**src/rtl/rc4_keysearch_core_if.sv**
```systemverilog
// ----------------------------------------------------------------------------
// rc4_keysearch_core_if
// Bundles the control handshake, S RAM, ciphertext ROM and plaintext RAM
// signals of one RC4 key-search core.
//   master : the search core (drives RAM/ROM addresses and status)
//   slave  : the surrounding system (drives start/stop, returns RAM/ROM data)
// Signals:
//   start, stop                      control from the system
//   s_addr, s_wdata, s_wren, s_q     S RAM port (sync read, 1-cycle latency)
//   msg_addr, msg_q                  ciphertext ROM port (1-cycle latency)
//   dec_addr, dec_wdata, dec_wren    plaintext RAM write port
//   cur_key, found_key               key under test / accepted key
//   busy, done, found, failed        search status
// ----------------------------------------------------------------------------
interface rc4_keysearch_core_if #(
   parameter int KEY_BITS = 24,
   parameter int MSG_LEN  = 32
);
   localparam int MA_W = (MSG_LEN > 1) ? $clog2(MSG_LEN) : 1;

   logic                start;
   logic                stop;
   logic [7:0]          s_addr;
   logic [7:0]          s_wdata;
   logic                s_wren;
   logic [7:0]          s_q;
   logic [MA_W-1:0]     msg_addr;
   logic [7:0]          msg_q;
   logic [MA_W-1:0]     dec_addr;
   logic [7:0]          dec_wdata;
   logic                dec_wren;
   logic [KEY_BITS-1:0] cur_key;
   logic [KEY_BITS-1:0] found_key;
   logic                busy;
   logic                done;
   logic                found;
   logic                failed;

   modport master (
      input  start, stop, s_q, msg_q,
      output s_addr, s_wdata, s_wren, msg_addr, dec_addr, dec_wdata, dec_wren,
             cur_key, found_key, busy, done, found, failed
   );

   modport slave (
      output start, stop, s_q, msg_q,
      input  s_addr, s_wdata, s_wren, msg_addr, dec_addr, dec_wdata, dec_wren,
             cur_key, found_key, busy, done, found, failed
   );
endinterface

```
**src/rtl/rc4_keysearch_core.sv**
```systemverilog
// ----------------------------------------------------------------------------
// rc4_keysearch_core
// Brute-force RC4 key search. Candidate keys run from KEY_START in steps of
// KEY_STEP up to KEY_LAST. For each key the S array is initialised, scrambled
// by the KSA, and the PRGA decrypts the ciphertext byte by byte. The first key
// whose plaintext consists only of 'a'..'z' and ' ' is accepted.
// Ports:
//   clk      system clock
//   reset_n  asynchronous active-low reset
//   bus      rc4_keysearch_core_if.master (control, S RAM, ROM, plaintext RAM,
//            key and status outputs); all outputs are registered
// ----------------------------------------------------------------------------
module rc4_keysearch_core #(
   parameter int                  KEY_BYTES = 3,
   parameter int                  KEY_BITS  = 24,
   parameter int                  MSG_LEN   = 32,
   parameter logic [KEY_BITS-1:0] KEY_START = {KEY_BITS{1'b0}},
   parameter int unsigned         KEY_STEP  = 32'd1,
   parameter logic [KEY_BITS-1:0] KEY_LAST  = {KEY_BITS{1'b1}}
) (
   input  logic                 clk,
   input  logic                 reset_n,
   rc4_keysearch_core_if.master bus
);
   localparam int MA_W  = (MSG_LEN > 1) ? $clog2(MSG_LEN) : 1;
   localparam int KBI_W = (KEY_BYTES > 1) ? $clog2(KEY_BYTES) : 1;
   localparam int KB8   = KEY_BYTES * 8;
   localparam int KW1   = KEY_BITS + 1;

   // Rx = read address on the port, Lx = read data available on s_q,
   // Wx = write on the port.
   typedef enum logic [4:0] {
      ST_IDLE, ST_INIT,
      ST_KSA_RI, ST_KSA_LI, ST_KSA_RJ, ST_KSA_LJ, ST_KSA_WI, ST_KSA_WJ,
      ST_PRGA_RI, ST_PRGA_LI, ST_PRGA_RJ, ST_PRGA_LJ, ST_PRGA_WI, ST_PRGA_WJ,
      ST_PRGA_RF, ST_PRGA_LF, ST_PRGA_CHK,
      ST_NEXT_KEY, ST_DONE
   } state_t;

   state_t              state_q;
   logic [7:0]          i_q, j_q, si_q, sj_q, k_q;
   logic [KBI_W-1:0]    kb_idx_q;
   logic [7:0]          s_addr_q, s_wdata_q;
   logic                s_wren_q;
   logic [MA_W-1:0]     msg_addr_q, dec_addr_q;
   logic [7:0]          dec_wdata_q;
   logic                dec_wren_q;
   logic [KEY_BITS-1:0] cur_key_q, found_key_q;
   logic                busy_q, done_q, found_q, failed_q;

   logic [KB8-1:0]      key_full_d;
   logic [7:0]          key_byte_d;
   logic [KBI_W-1:0]    kb_idx_d;
   logic [7:0]          ksa_j_d, prga_j_d, i_inc_d, k_inc_d, f_idx_d, p_d;
   logic [KW1-1:0]      key_sum_d;
   logic                key_end_d;

   // Accepted plaintext alphabet: lowercase letters and space.
   function automatic logic is_text(input logic [7:0] b);
      is_text = ((b >= 8'h61) && (b <= 8'h7A)) || (b == 8'h20);
   endfunction

   // Datapath arithmetic shared by the FSM (all byte math wraps mod 256).
   always_comb begin
      // Key bits above KEY_BITS are zero; byte 0 is the most significant.
      key_full_d = KB8'(cur_key_q);
      key_byte_d = 8'h00;
      for (int b = 0; b < KEY_BYTES; b++) begin
         key_byte_d = key_byte_d |
                      ((kb_idx_q == KBI_W'(b)) ? key_full_d[(KEY_BYTES-1-b)*8 +: 8] : 8'h00);
      end
      kb_idx_d  = (kb_idx_q == KBI_W'(KEY_BYTES-1)) ? {KBI_W{1'b0}} : kb_idx_q + KBI_W'(1);
      ksa_j_d   = j_q + bus.s_q + key_byte_d;
      prga_j_d  = j_q + bus.s_q;
      i_inc_d   = i_q + 8'd1;
      k_inc_d   = k_q + 8'd1;
      // After the swap S[i]+S[j] equals the pre-swap pair sum.
      f_idx_d   = si_q + sj_q;
      p_d       = bus.s_q ^ bus.msg_q;
      // One extra bit so a step past the top of the key space is caught.
      key_sum_d = {1'b0, cur_key_q} + KW1'(KEY_STEP);
      key_end_d = key_sum_d[KEY_BITS] || (key_sum_d > {1'b0, KEY_LAST});
   end

   // Search FSM with registered RAM/ROM and status outputs.
   always_ff @(posedge clk or negedge reset_n) begin
      if (!reset_n) begin
         state_q     <= ST_IDLE;
         i_q         <= 8'h00;
         j_q         <= 8'h00;
         si_q        <= 8'h00;
         sj_q        <= 8'h00;
         k_q         <= 8'h00;
         kb_idx_q    <= {KBI_W{1'b0}};
         s_addr_q    <= 8'h00;
         s_wdata_q   <= 8'h00;
         s_wren_q    <= 1'b0;
         msg_addr_q  <= {MA_W{1'b0}};
         dec_addr_q  <= {MA_W{1'b0}};
         dec_wdata_q <= 8'h00;
         dec_wren_q  <= 1'b0;
         cur_key_q   <= KEY_START;
         found_key_q <= {KEY_BITS{1'b0}};
         busy_q      <= 1'b0;
         done_q      <= 1'b0;
         found_q     <= 1'b0;
         failed_q    <= 1'b0;
      end else begin
         // Write strobes are single-cycle unless a state re-asserts them.
         s_wren_q   <= 1'b0;
         dec_wren_q <= 1'b0;
         if (busy_q && bus.stop) begin
            state_q  <= ST_DONE;
            busy_q   <= 1'b0;
            done_q   <= 1'b1;
            found_q  <= 1'b0;
            failed_q <= 1'b0;
         end else begin
            case (state_q)
               ST_IDLE, ST_DONE: begin
                  if (bus.start && !bus.stop) begin
                     cur_key_q <= KEY_START;
                     busy_q    <= 1'b1;
                     done_q    <= 1'b0;
                     found_q   <= 1'b0;
                     failed_q  <= 1'b0;
                     s_wren_q  <= 1'b1;
                     s_addr_q  <= 8'h00;
                     s_wdata_q <= 8'h00;
                     state_q   <= ST_INIT;
                  end else begin
                     state_q <= state_q;
                  end
               end
               ST_INIT: begin
                  if (s_addr_q == 8'hFF) begin
                     s_addr_q <= 8'h00;
                     i_q      <= 8'h00;
                     j_q      <= 8'h00;
                     kb_idx_q <= {KBI_W{1'b0}};
                     state_q  <= ST_KSA_RI;
                  end else begin
                     s_wren_q  <= 1'b1;
                     s_addr_q  <= s_addr_q + 8'd1;
                     s_wdata_q <= s_addr_q + 8'd1;
                  end
               end
               ST_KSA_RI: state_q <= ST_KSA_LI;
               ST_KSA_LI: begin
                  si_q     <= bus.s_q;
                  j_q      <= ksa_j_d;
                  s_addr_q <= ksa_j_d;
                  kb_idx_q <= kb_idx_d;
                  state_q  <= ST_KSA_RJ;
               end
               ST_KSA_RJ: state_q <= ST_KSA_LJ;
               ST_KSA_LJ: begin
                  sj_q      <= bus.s_q;
                  s_addr_q  <= i_q;
                  s_wdata_q <= bus.s_q;
                  s_wren_q  <= 1'b1;
                  state_q   <= ST_KSA_WI;
               end
               ST_KSA_WI: begin
                  s_addr_q  <= j_q;
                  s_wdata_q <= si_q;
                  s_wren_q  <= 1'b1;
                  state_q   <= ST_KSA_WJ;
               end
               ST_KSA_WJ: begin
                  if (i_q == 8'hFF) begin
                     // PRGA starts from i=j=0; its first step already uses i=1.
                     i_q        <= 8'h01;
                     j_q        <= 8'h00;
                     k_q        <= 8'h00;
                     msg_addr_q <= {MA_W{1'b0}};
                     s_addr_q   <= 8'h01;
                     state_q    <= ST_PRGA_RI;
                  end else begin
                     i_q      <= i_inc_d;
                     s_addr_q <= i_inc_d;
                     state_q  <= ST_KSA_RI;
                  end
               end
               ST_PRGA_RI: state_q <= ST_PRGA_LI;
               ST_PRGA_LI: begin
                  si_q     <= bus.s_q;
                  j_q      <= prga_j_d;
                  s_addr_q <= prga_j_d;
                  state_q  <= ST_PRGA_RJ;
               end
               ST_PRGA_RJ: state_q <= ST_PRGA_LJ;
               ST_PRGA_LJ: begin
                  sj_q      <= bus.s_q;
                  s_addr_q  <= i_q;
                  s_wdata_q <= bus.s_q;
                  s_wren_q  <= 1'b1;
                  state_q   <= ST_PRGA_WI;
               end
               ST_PRGA_WI: begin
                  s_addr_q  <= j_q;
                  s_wdata_q <= si_q;
                  s_wren_q  <= 1'b1;
                  state_q   <= ST_PRGA_WJ;
               end
               ST_PRGA_WJ: begin
                  s_addr_q <= f_idx_d;
                  state_q  <= ST_PRGA_RF;
               end
               ST_PRGA_RF: state_q <= ST_PRGA_LF;
               ST_PRGA_LF: begin
                  dec_addr_q  <= k_q[MA_W-1:0];
                  dec_wdata_q <= p_d;
                  dec_wren_q  <= 1'b1;
                  state_q     <= ST_PRGA_CHK;
               end
               ST_PRGA_CHK: begin
                  // Judged on the byte being written this cycle.
                  if (!is_text(dec_wdata_q)) begin
                     state_q <= ST_NEXT_KEY;
                  end else if (k_q == 8'(MSG_LEN - 1)) begin
                     found_key_q <= cur_key_q;
                     found_q     <= 1'b1;
                     done_q      <= 1'b1;
                     busy_q      <= 1'b0;
                     state_q     <= ST_DONE;
                  end else begin
                     k_q        <= k_inc_d;
                     msg_addr_q <= k_inc_d[MA_W-1:0];
                     i_q        <= i_inc_d;
                     s_addr_q   <= i_inc_d;
                     state_q    <= ST_PRGA_RI;
                  end
               end
               ST_NEXT_KEY: begin
                  if (key_end_d) begin
                     failed_q <= 1'b1;
                     done_q   <= 1'b1;
                     busy_q   <= 1'b0;
                     state_q  <= ST_DONE;
                  end else begin
                     cur_key_q <= key_sum_d[KEY_BITS-1:0];
                     s_wren_q  <= 1'b1;
                     s_addr_q  <= 8'h00;
                     s_wdata_q <= 8'h00;
                     state_q   <= ST_INIT;
                  end
               end
               default: begin
                  busy_q  <= 1'b0;
                  state_q <= ST_IDLE;
               end
            endcase
         end
      end
   end

   assign bus.s_addr    = s_addr_q;
   assign bus.s_wdata   = s_wdata_q;
   assign bus.s_wren    = s_wren_q;
   assign bus.msg_addr  = msg_addr_q;
   assign bus.dec_addr  = dec_addr_q;
   assign bus.dec_wdata = dec_wdata_q;
   assign bus.dec_wren  = dec_wren_q;
   assign bus.cur_key   = cur_key_q;
   assign bus.found_key = found_key_q;
   assign bus.busy      = busy_q;
   assign bus.done      = done_q;
   assign bus.found     = found_q;
   assign bus.failed    = failed_q;
endmodule

```
**src/flat_wrapper.sv**
```systemverilog
// flat-port wrapper written by rule: the top's interface ports become plain ports
module rc4_keysearch_core_flat 
#(
   parameter int                  KEY_BYTES = 3,
   parameter int                  KEY_BITS  = 24,
   parameter int                  MSG_LEN   = 32,
   parameter logic [KEY_BITS-1:0] KEY_START = {KEY_BITS{1'b0}},
   parameter int unsigned         KEY_STEP  = 32'd1,
   parameter logic [KEY_BITS-1:0] KEY_LAST  = {KEY_BITS{1'b1}}
)
  (clk, reset_n, bus_start, bus_stop, bus_s_q, bus_msg_q, bus_s_addr, bus_s_wdata, bus_s_wren, bus_msg_addr, bus_dec_addr, bus_dec_wdata, bus_dec_wren, bus_cur_key, bus_found_key, bus_busy, bus_done, bus_found, bus_failed);
  rc4_keysearch_core_if #(.KEY_BITS(KEY_BITS), .MSG_LEN(MSG_LEN)) bus_i ();
  input  logic clk;
  input  logic reset_n;
  input wire logic [$bits(bus_i.start)-1:0] bus_start;
  input wire logic [$bits(bus_i.stop)-1:0] bus_stop;
  input wire logic [$bits(bus_i.s_q)-1:0] bus_s_q;
  input wire logic [$bits(bus_i.msg_q)-1:0] bus_msg_q;
  output wire logic [$bits(bus_i.s_addr)-1:0] bus_s_addr;
  output wire logic [$bits(bus_i.s_wdata)-1:0] bus_s_wdata;
  output wire logic [$bits(bus_i.s_wren)-1:0] bus_s_wren;
  output wire logic [$bits(bus_i.msg_addr)-1:0] bus_msg_addr;
  output wire logic [$bits(bus_i.dec_addr)-1:0] bus_dec_addr;
  output wire logic [$bits(bus_i.dec_wdata)-1:0] bus_dec_wdata;
  output wire logic [$bits(bus_i.dec_wren)-1:0] bus_dec_wren;
  output wire logic [$bits(bus_i.cur_key)-1:0] bus_cur_key;
  output wire logic [$bits(bus_i.found_key)-1:0] bus_found_key;
  output wire logic [$bits(bus_i.busy)-1:0] bus_busy;
  output wire logic [$bits(bus_i.done)-1:0] bus_done;
  output wire logic [$bits(bus_i.found)-1:0] bus_found;
  output wire logic [$bits(bus_i.failed)-1:0] bus_failed;
  assign bus_i.start = bus_start;
  assign bus_i.stop = bus_stop;
  assign bus_i.s_q = bus_s_q;
  assign bus_i.msg_q = bus_msg_q;
  assign bus_s_addr = bus_i.s_addr;
  assign bus_s_wdata = bus_i.s_wdata;
  assign bus_s_wren = bus_i.s_wren;
  assign bus_msg_addr = bus_i.msg_addr;
  assign bus_dec_addr = bus_i.dec_addr;
  assign bus_dec_wdata = bus_i.dec_wdata;
  assign bus_dec_wren = bus_i.dec_wren;
  assign bus_cur_key = bus_i.cur_key;
  assign bus_found_key = bus_i.found_key;
  assign bus_busy = bus_i.busy;
  assign bus_done = bus_i.done;
  assign bus_found = bus_i.found;
  assign bus_failed = bus_i.failed;
  rc4_keysearch_core #(.KEY_BYTES(KEY_BYTES), .KEY_BITS(KEY_BITS), .MSG_LEN(MSG_LEN), .KEY_START(KEY_START), .KEY_STEP(KEY_STEP), .KEY_LAST(KEY_LAST)) u_core (.clk(clk), .reset_n(reset_n), .bus(bus_i));
endmodule
```
**config.mk**
```make
export PLATFORM = sky130hd
export DESIGN_NAME = rc4_keysearch_core_flat
export DESIGN_NICKNAME = d
export VERILOG_FILES = /design/src/rtl/rc4_keysearch_core_if.sv /design/src/rtl/rc4_keysearch_core.sv /design/src/flat_wrapper.sv
export SDC_FILE = /design/constraint.sdc
export NUM_CORES = 1
export LEC_CHECK = 0
export ABC_CLOCK_PERIOD_IN_PS = 5200
export BUFFER_PORTS_ARGS = -buffer_cell sky130_fd_sc_hd__buf_2
export CORE_ASPECT_RATIO = 0.75
export CORE_UTILIZATION = 24
export CTS_CLUSTER_SIZE = 10
export DETAILED_ROUTE_END_ITERATION = 8
export GPL_TIMING_DRIVEN = 0
export PLACE_DENSITY_LB_ADDON = 0.08
export SYNTH_ARGS = -nofsm -noshare
export SYNTH_HDL_FRONTEND = slang
export SYNTH_SLANG_ARGS = --single-unit
```
**constraint.sdc**
```tcl
create_clock -name clk -period 5.2 [get_ports clk]
set_clock_uncertainty 0.1 [all_clocks]
set_input_delay 0.52 -clock clk [delete_from_list [all_inputs] [get_ports clk]]
set_output_delay 0.52 -clock clk [all_outputs]
set_load 0.1 [all_outputs]
```
### Yosys cells after proc, flatten, opt, wreduce, memory -nomap -nowiden

Index checks and enable logic that the tools add are counted.

| storage, ports and cells | value |
|---|---|
| input bits | 20 |
| output and inout port bits | 88 |
| word-level logic and storage cells | 172 |
| bits in registers | 135 |

| operators by class | value |
|---|---|
| magnitude comparators | 3 |
| equal/unequal tests | 37 |
| bitwise operators | 4 |
| $add $sub $neg | 8 |
| reduce and logical (&&, ||, !) cells | 40 |
| mux-type cells | 60 |

Operators with widths:

| cell | count |
|---|---|
| $mux W8 | 14 |
| $pmux W5 S18 | 1 |
| $pmux W8 S10 | 1 |
| $mux W24 | 2 |
| $pmux W24 S2 | 1 |
| $mux W5 | 9 |
| $eq A5 B4 Y1 const B | 8 |
| $pmux W8 S5 | 1 |
| $pmux W8 S4 | 1 |
| $add A24 B1 Y25 const B | 1 |
| $gt A25 B24 Y1 const B | 1 |
| $reduce_and A5 Y1 | 5 |
| $add A8 B1 Y8 const B | 3 |
| $add A8 B8 Y8 | 3 |
| $pmux W8 S3 | 1 |
| $eq A5 B3 Y1 const B | 4 |
| $mux W1 | 18 |
| $eq A8 B8 Y1 const B | 2 |
| $or A8 B8 Y8 | 2 |
| $pmux W8 S2 | 1 |
| $reduce_and A4 Y1 | 4 |
| $eq A5 B5 Y1 const B | 3 |
| $ne A3 B1 Y1 const B | 5 |
| $reduce_or A15 Y1 | 1 |
| 35 further kinds | 60 |

### Logic depth before layout (Yosys ltp)

Gate-level depths: netlist (run 1).

| logic depth | value |
|---|---|
| depth in word-level cells | 6 |
| depth in mapped cells | 16 |
| depth with buffers taken out | 16 |

### Worst setup path after synthesis (run 1)

Ideal clock, no wire load.

| timing | value |
|---|---|
| kind | reg2reg |
| from | register u_core.cur_key_q[0], in the netlist u_core.bus.cur_key[0] |
| to | register u_core.s_addr_q[0], in the netlist u_core.bus.s_addr[0] |
| path buffers | 1 |
| path slack | 1642 ps |
| setup time | 126 ps |
| period minus slack after synthesis | 3558 ps |
| data required time | 4974 ps |
| arrival | 3332 ps |
| cell stages (with the launch flop) | 11 |
| cell sequence | dfrtp_1 -> ha_1 -> clkbuf_1 -> and3_1 -> nand3_1 -> o31ai_1 -> a2111oi_0 -> a31oi_1 -> nor2_2 -> nor4_4 -> mux2_2 |

| on the way | value |
|---|---|
| cells in the longest elaborated chain, start to end | 5 |
| elaborated cells between the ends (all ways) | 9 |
| classes of those cells | add/sub (2); order compare (1); eq/ne (1); mux (2); bitwise (1); reduce/logical (2) |

RTL lines:

| element | line | RTL |
|---|---|---|
| start, declared | rc4_keysearch_core.sv:48 | `logic [KEY_BITS-1:0] cur_key_q, found_key_q;` |
| start signal, assigned | rc4_keysearch_core.sv:242 | `cur_key_q <= key_sum_d[KEY_BITS-1:0];` |
| $add A24 B1 Y25 | rc4_keysearch_core.sv:81 | `key_sum_d = {1'b0, cur_key_q} + KW1'(KEY_STEP);` |
| $gt A25 B24 Y1 | rc4_keysearch_core.sv:82 | `key_end_d = key_sum_d[KEY_BITS] \|\| (key_sum_d > {1'b0, KEY_LAST});` |
| $logic_or A1 B1 Y1 | rc4_keysearch_core.sv:82 |  |
| $ne A2 B2 Y1 (no source line) | n/a |  |
| $reduce_and A6 Y1 (no source line) | n/a |  |
| end signal, assigned | rc4_keysearch_core.sv:144 | `s_addr_q <= s_addr_q + 8'd1;` |
| end signal, assigned | rc4_keysearch_core.sv:152 | `s_addr_q <= ksa_j_d;` |
| end signal, assigned | rc4_keysearch_core.sv:159 | `s_addr_q <= i_q;` |
| end, declared | rc4_keysearch_core.sv:43 | `logic [7:0] s_addr_q, s_wdata_q;` |

Several ways; a longest one is shown, not always the timed one.
A chain may end at the register's enable or synchronous reset.

### Final worst setup path (run 1)

| timing | value |
|---|---|
| from | register u_core.cur_key_q[1], in the netlist u_core.bus.cur_key[1] |
| to | register u_core.cur_key_q[18], in the netlist u_core.bus.cur_key[18] |

| on the way | value |
|---|---|
| cells in the longest elaborated chain, start to end | 5 |
| elaborated cells between the ends (all ways) | 7 |
| classes of those cells | add/sub (1); order compare (1); eq/ne (1); mux (2); reduce/logical (2) |

RTL lines:

| element | line |
|---|---|
| $add A24 B1 Y25 * | rc4_keysearch_core.sv:81 |
| $gt A25 B24 Y1 | rc4_keysearch_core.sv:82 |
| $logic_or A1 B1 Y1 | rc4_keysearch_core.sv:82 |
| $ne A2 B2 Y1 (no source line) | n/a |
| $reduce_and A4 Y1 (no source line) | n/a |

Mark *: on every way between the ends. The rest lies on a longest branch, timed or not. The select of a mux whose other input is x is not followed.

==> results of run 1 <==
==> cell usage after synthesis, types with 17 or more instances <==
cell / n / area share, %
xnor2_1: 34 / 3.7
o21ai_0: 66 / 4.1
nand3_1: 36 / 2.2
nor2_1: 81 / 3.8
xor2_1: 17 / 1.9
a21oi_1: 42 / 2.6
inv_1: 18 / 0.84
clkbuf_1: 22 / 1.0
ha_1: 26 / 4.0
dfrtp_1: 130 / 40
nand2_1: 75 / 3.5
mux2_2: 55 / 7.7
==> sequential cells by signal, summed over array words and instances, names as in the netlist <==
register              flops
u_core.bus.cur_key       24
u_core.bus.found_key     24
u_core.bus.dec_wdata      8
u_core.bus.s_addr         8
u_core.bus.s_wdata        8
u_core.i_q                8
u_core.j_q                8
u_core.si_q               8
u_core.sj_q               8
u_core.bus.dec_addr       5
u_core.state_q            5
u_core.bus.msg_addr       4
u_core.k_q                4
u_core.kb_idx_q           2
u_core.bus.busy           1
u_core.bus.dec_wren       1
u_core.bus.done           1
u_core.bus.failed         1
u_core.bus.found          1
u_core.bus.s_wren         1
==> power by group through the flow <==
stage,sequential (mW),combinational [mW],clock (mW)
4_1_cts,1.38,2.47,1.33
5_1_grt,1.41,2.67,1.37
2_1_floorplan,1.85,1.39,0
6_report,1.38,2.45,1.28
3_3_place_gp,1.40,2.46,0
3_5_place_dp,1.40,2.46,0
==> cell type report <==
type,instances,area [sq um]
repair buffers,109,579
flip-flops and latches,130,3250
diodes,1,2.50
clock inverters,12,155
plain buffers,50,245
inverters,18,67.6
fillers,3537,22900
clock buffers,20,457
well taps,442,553
multi-input cells,657,4470
==> final timing paths <==
check | start | to | slack, ns | cells after the start
max | u_core.bus.cur_key[1] | u_core.bus.cur_key[18] | 1.13 | 11
min | bus_msg_q[0] | u_core.bus.dec_wdata[0] | 0.27 | 3
min in group asynchronous | reset_n | u_core.bus.found_key[0] | 0.49 | 2
min reg2reg | u_core.bus.found_key[20] | u_core.bus.found_key[20] | 0.37 | 2
max in group asynchronous | reset_n | u_core.si_q[3] | 3.69 | 3
max reg2reg | u_core.bus.cur_key[1] | u_core.bus.cur_key[18] | 1.13 | 11
==> per-layer routing <==
layer	global-route usage [%]	vias to the layer above	wire length, microns	part of all wire (%)
li1	-	3405	-	-
met1	28.2	3511	15900	55
met2	23.3	147	11600	40
met3	2.97	16	1190	4.1
met4	3.96	0	275	0.95
met5	0	-	0	0
==> through the flow <==
stage	area [sq um]	total power, mW	setup slack, ns
after floorplan	8030	3.24	1.64
after global placement	9120	3.86	1.03
after detailed placement	9160	3.86	1.05
after CTS	9780	5.18	1.20
after global routing	9780	5.45	0.942
final	9780	5.12	1.13
==> logic make-up after synthesis <==
logic type                 Yosys count  synth area share, %
and+or+nand+nor                    289                 17.6
muxes                               67                 9.39
xor gates and xnor gates            51                 5.56
buffers and inverters               68                 3.89
DFF                                130                 40.5
AOI/OAI and AO/OA                  221                 18.2
adders and majority gates           29                 4.80
==> critical path, cell delays in order, from the launching register on <==
cell       delay [ns]
dfrtp_1          0.57
ha_1             0.21
clkbuf_1         0.30
nand3_1          0.20
nor3_2           0.59
nand4_1          0.21
a2111oi_1        0.43
a31oi_1          0.22
o2111ai_2        0.61
buf_6            0.24
o21ai_0          0.10
o31ai_1          0.13
==> flow_metrics.tcl, run 1 <==
set metrics [dict create \
    status "finished, final reports clean" \
    fmax_mhz 246 \
    syn_area_per_cell_sq_um 9.40 \
    drc 0 \
    maxCapViolations 0 \
    syn-num-nets 904 \
    die_w_microns 213 \
    worstPathMaxFanout 10 \
    first_global_vias 6909 \
    cp.arrival_ns 4.25 \
    setup_tns_ns 0 \
    hold_viol 0 \
    drtPass1Iterations 5 \
    clkSlewWorstSetupHoldPaths_ns 0.07 \
    hpwl_microns 21900 \
    swShare_pct 45.6 \
    setup_viol 0 \
    detail_route.wirelength_microns 29000 \
    die_h_microns 160 \
    initial_core_util_pct 24.6 \
    cts_root_buffer "clkbuf_16" \
    fin_crit_ns 4.07 \
    p_leak_nw 4.48 \
    synthArstFlopShare_pct 100 \
    clk_path_buf_depth 2 \
    grt_max_degree 84 \
    utilization_pct 29.9 \
    top_level_ports 108 \
    final_max_slew_viol_count 0 \
    comb_power_share_pct 47.9 \
    cts_buffers 17 \
    criticalPathCategory "register to register" \
    cts_setup_buffers 0 \
    seq_area_frac_synth_pct 40.5 \
    critPathLaunchType "register" \
    syn_area_sq_um 8030 \
    drt-wirelength-per-cell_microns 20.1 \
    seq_power_share_pct 27.0 \
    drt-initial-drc-count 555 \
    hold_ws_ns 0.271 \
    final_common_cell "dfrtp_1" \
    power_density_nw_per_um2 524 \
    numPortBuffers 107 \
    h-tree-depth 4 \
    ys.flop_type "dfrtp_1" \
    clk-insertion-delay-late_ns 0.43 \
    area_growth_pct 21.7 \
    cts_hold_buf 1 \
    syn_inst 855 \
    clkPwrFrac_pct 25.0 \
    power_switching_mw 2.34 \
    peakVddDrop_mv 0.319 \
    vias_per_cell 4.92 \
    synth-seq-cells 130 \
    gp_congestion 0.840 \
    placedCellCount 1405 \
    intPower_mw 2.79 \
    stdcell_count 1439 \
    finalCritPeriodShare_pct 78.2 \
    synth-edff-count 0 \
    cts_resized 0 \
    layout_common_cells "dfrtp_1, buf_2, nor2_1" \
    drive_above_1_share_pct 23.5 \
    ant_nets 0 \
    slew_headroom_pct 18.5 \
    coreArea_sq_um 32700 \
    worst_slew_pin_slew_ns 1.21 \
    cp_data_required_time_ns 5.38 \
    overflow 0 \
    track_usage_pct 17.4 \
    end_kind "register" \
    clock_sink_count 130 \
    cts_tree "built" \
    fin_nets 1032 \
    ys_warn_count 0 \
    grt_pass1_wl_microns 44500 \
    synth_cell_types 70 \
    rsz0062_at_grt "no" \
    dieArea_sq_um 34200 \
    antenna_found_initial 1 \
    hold_class "input pin to register" \
    rows 57 \
    vias 7079 \
]
No activity file was read; power rests on OpenSTA's default activity.
==> run 2: changes to the inputs <==
ABC_CLOCK_PERIOD_IN_PS = 3800   (was 5200)
clock period = 3.8 ns   (was 5.2 ns; I/O delays follow)
==> run 2 against run 1 <==
Effect of this change:
- power is 40% higher
- sequential share of layout area is 0.45 points lower
- critical endpoint unchanged
- clock power is 37% higher
- critical path depth is 1 lower
- routed wire length is 0.16% higher
- first-iteration DRC count is 5.8% lower
- worst hold slack worse by 0.14 ns
- non-clock buffer count is 4 higher
- die area stayed put
- combinational power is 43% higher
- final cell count is 0.28% higher
==> flow_metrics.tcl, run 2 (synthesized netlist as in run 1, its figures left out) <==
set metrics [dict create \
    drc 0 \
    power_density_nw_per_um2 722 \
    clkSlewWorstSetupHoldPaths_ns 0.07 \
    power_switching_mw 3.24 \
    cts_root_buffer "clkbuf_16" \
    intPower_mw 3.91 \
    slew_headroom_pct 16.8 \
    ant_nets 0 \
    fin_nets 1036 \
    track_usage_pct 17.5 \
    h-tree-depth 4 \
    worstPathMaxFanout 10 \
    swShare_pct 45.3 \
    cts_tree "built" \
    comb_power_share_pct 49.0 \
    finalCritPeriodShare_pct 96.4 \
    vias_per_cell 4.92 \
    final_max_slew_viol_count 0 \
    drive_above_1_share_pct 24.5 \
    seqCellArea_sq_um 3250 \
    grt_pass1_wl_microns 44600 \
    hpwl_microns 21900 \
    clock_sink_count 130 \
    die_w_microns 213 \
    criticalPathCategory "register to register" \
    worst_slew_pin_slew_ns 1.24 \
    clk_path_buf_depth 2 \
    detail_route.wirelength_microns 29000 \
    vias 7096 \
    peakVddDrop_mv 0.437 \
    p_leak_nw 4.57 \
    clkPwrFrac_pct 24.5 \
    cp_data_required_time_ns 3.98 \
    layout_common_cells "dfrtp_1, buf_2, nor2_1" \
    r2r_cells 10 \
    coreArea_sq_um 32700 \
    placedCellCount 1405 \
    nFillCells 3524 \
    die_h_microns 160 \
    seq_power_share_pct 26.5 \
    first_global_vias 6928 \
    grt_max_degree 84 \
    drt-initial-drc-count 523 \
    drtPass1Iterations 5 \
    clk-insertion-delay-late_ns 0.43 \
    initial_core_util_pct 24.6 \
    setup_tns_ns 0 \
    drt-wirelength-per-cell_microns 20.1 \
    numPortBuffers 107 \
    hold_viol 0 \
    final_common_cell "dfrtp_1" \
    top_level_ports 108 \
    fin_crit_ns 3.66 \
    stdcell_count 1443 \
    critPathLaunchType "register" \
    antenna_found_initial 1 \
    utilization_pct 30.4 \
    place_area_sq_um 9160 \
    min_path_cells 3 \
    rows 57 \
    maxCapViolations 0 \
    cp.arrival_ns 3.85 \
    end_kind "register" \
    rsz0062_at_grt "no" \
    gp_congestion 0.840 \
    area_growth_pct 23.4 \
    setup_viol 0 \
    multi_input_area_sq_um 4530 \
    overflow 0 \
    dieArea_sq_um 34200 \
    hold_class "input pin to register" \
    fmax_mhz 273 \
    status "finished, final reports clean" \
    final_area_sq_um 9910 \
    cts_buffers 17 \
]
## run 2: changes by cell type in the layout (fill, tap and decap cells not counted), sizes merged
cell / delta
buf: +3
clkbuf: +1
## run 2: layout make-up
type / instances / area share [%]
inverters: 18 / 0.681
diodes: 1 / 0.0252
clock inverters: 12 / 1.56
flip-flops and latches: 130 / 32.8
well taps: 442 / 5.58
multi-input cells: 657 / 45.7
clock buffers: 20 / 4.61
plain buffers: 50 / 2.49
repair buffers: 113 / 6.52
## run 2: worst paths after layout
| kind | slack, ns | endpoint | startpoint |
|---|---|---|---|
| worst max register to register | 0.14 | u_core.bus.cur_key[18] | u_core.bus.cur_key[1] |
| worst min register to register | 0.37 | u_core.bus.found_key[20] | u_core.bus.found_key[20] |
| min in group asynchronous | 0.35 | u_core.bus.found_key[0] | reset_n |
| max in group asynchronous | 2.43 | u_core.si_q[3] | reset_n |
| worst max-delay path | 0.14 | u_core.bus.cur_key[18] | u_core.bus.cur_key[1] |
| worst min-delay path | 0.13 | u_core.bus.dec_wdata[0] | bus_msg_q[0] |
## run 2: metal layers
metal / GRT usage (%) / vias to the layer above / share of wire, %
met2: 23.4 / 124 / 40
met4: 3.96 / 0 / 0.74
met1: 28.2 / 3546 / 55
met5: 0 / - / 0
met3: 2.97 / 14 / 3.7
li1: - / 3412 / -
## run 2: timing repair
item,4_1_cts,5_1_grt
endpoints found under the setup margin,26,48
setup buffers,1,3
pin swaps,1,5
hold buffers,1,0
resized for setup,3,7
endpoints found under the hold margin,47,0
## run 2: critical path, cell delays in order (launching register included)
cell and delay [ns]:
dfrtp_1 0.57, ha_1 0.21, clkbuf_1 0.31, and3_1 0.27, nand3_1 0.13, o31ai_1 0.32, a2111oi_0 0.17, a31oi_1 0.39
nand3_2 0.33, buf_2 0.33, o31ai_1 0.38
## run 2: power by group through the flow
| stage | Combinational, mW | Sequential [mW] | Clock, mW |
|---|---|---|---|
| after global placement | 3.37 | 1.92 | 0 |
| final | 3.51 | 1.89 | 1.76 |
| after floorplan | 1.90 | 2.54 | 0 |
| after detailed placement | 3.37 | 1.92 | 0 |
| after CTS | 3.43 | 1.89 | 1.82 |
| after global routing | 3.80 | 1.93 | 1.88 |
## run 2: stage by stage
stage               hold slack [ns]  total power [mW]  setup WS, ns
floorplan                   -0.0156              4.43         0.242
global placement              0.367              5.29        -0.226
detailed placement            0.267              5.28        -0.212
CTS                           0.115              7.14        0.0452
global route                  0.124              7.61       0.00155
finish                        0.130              7.15         0.138
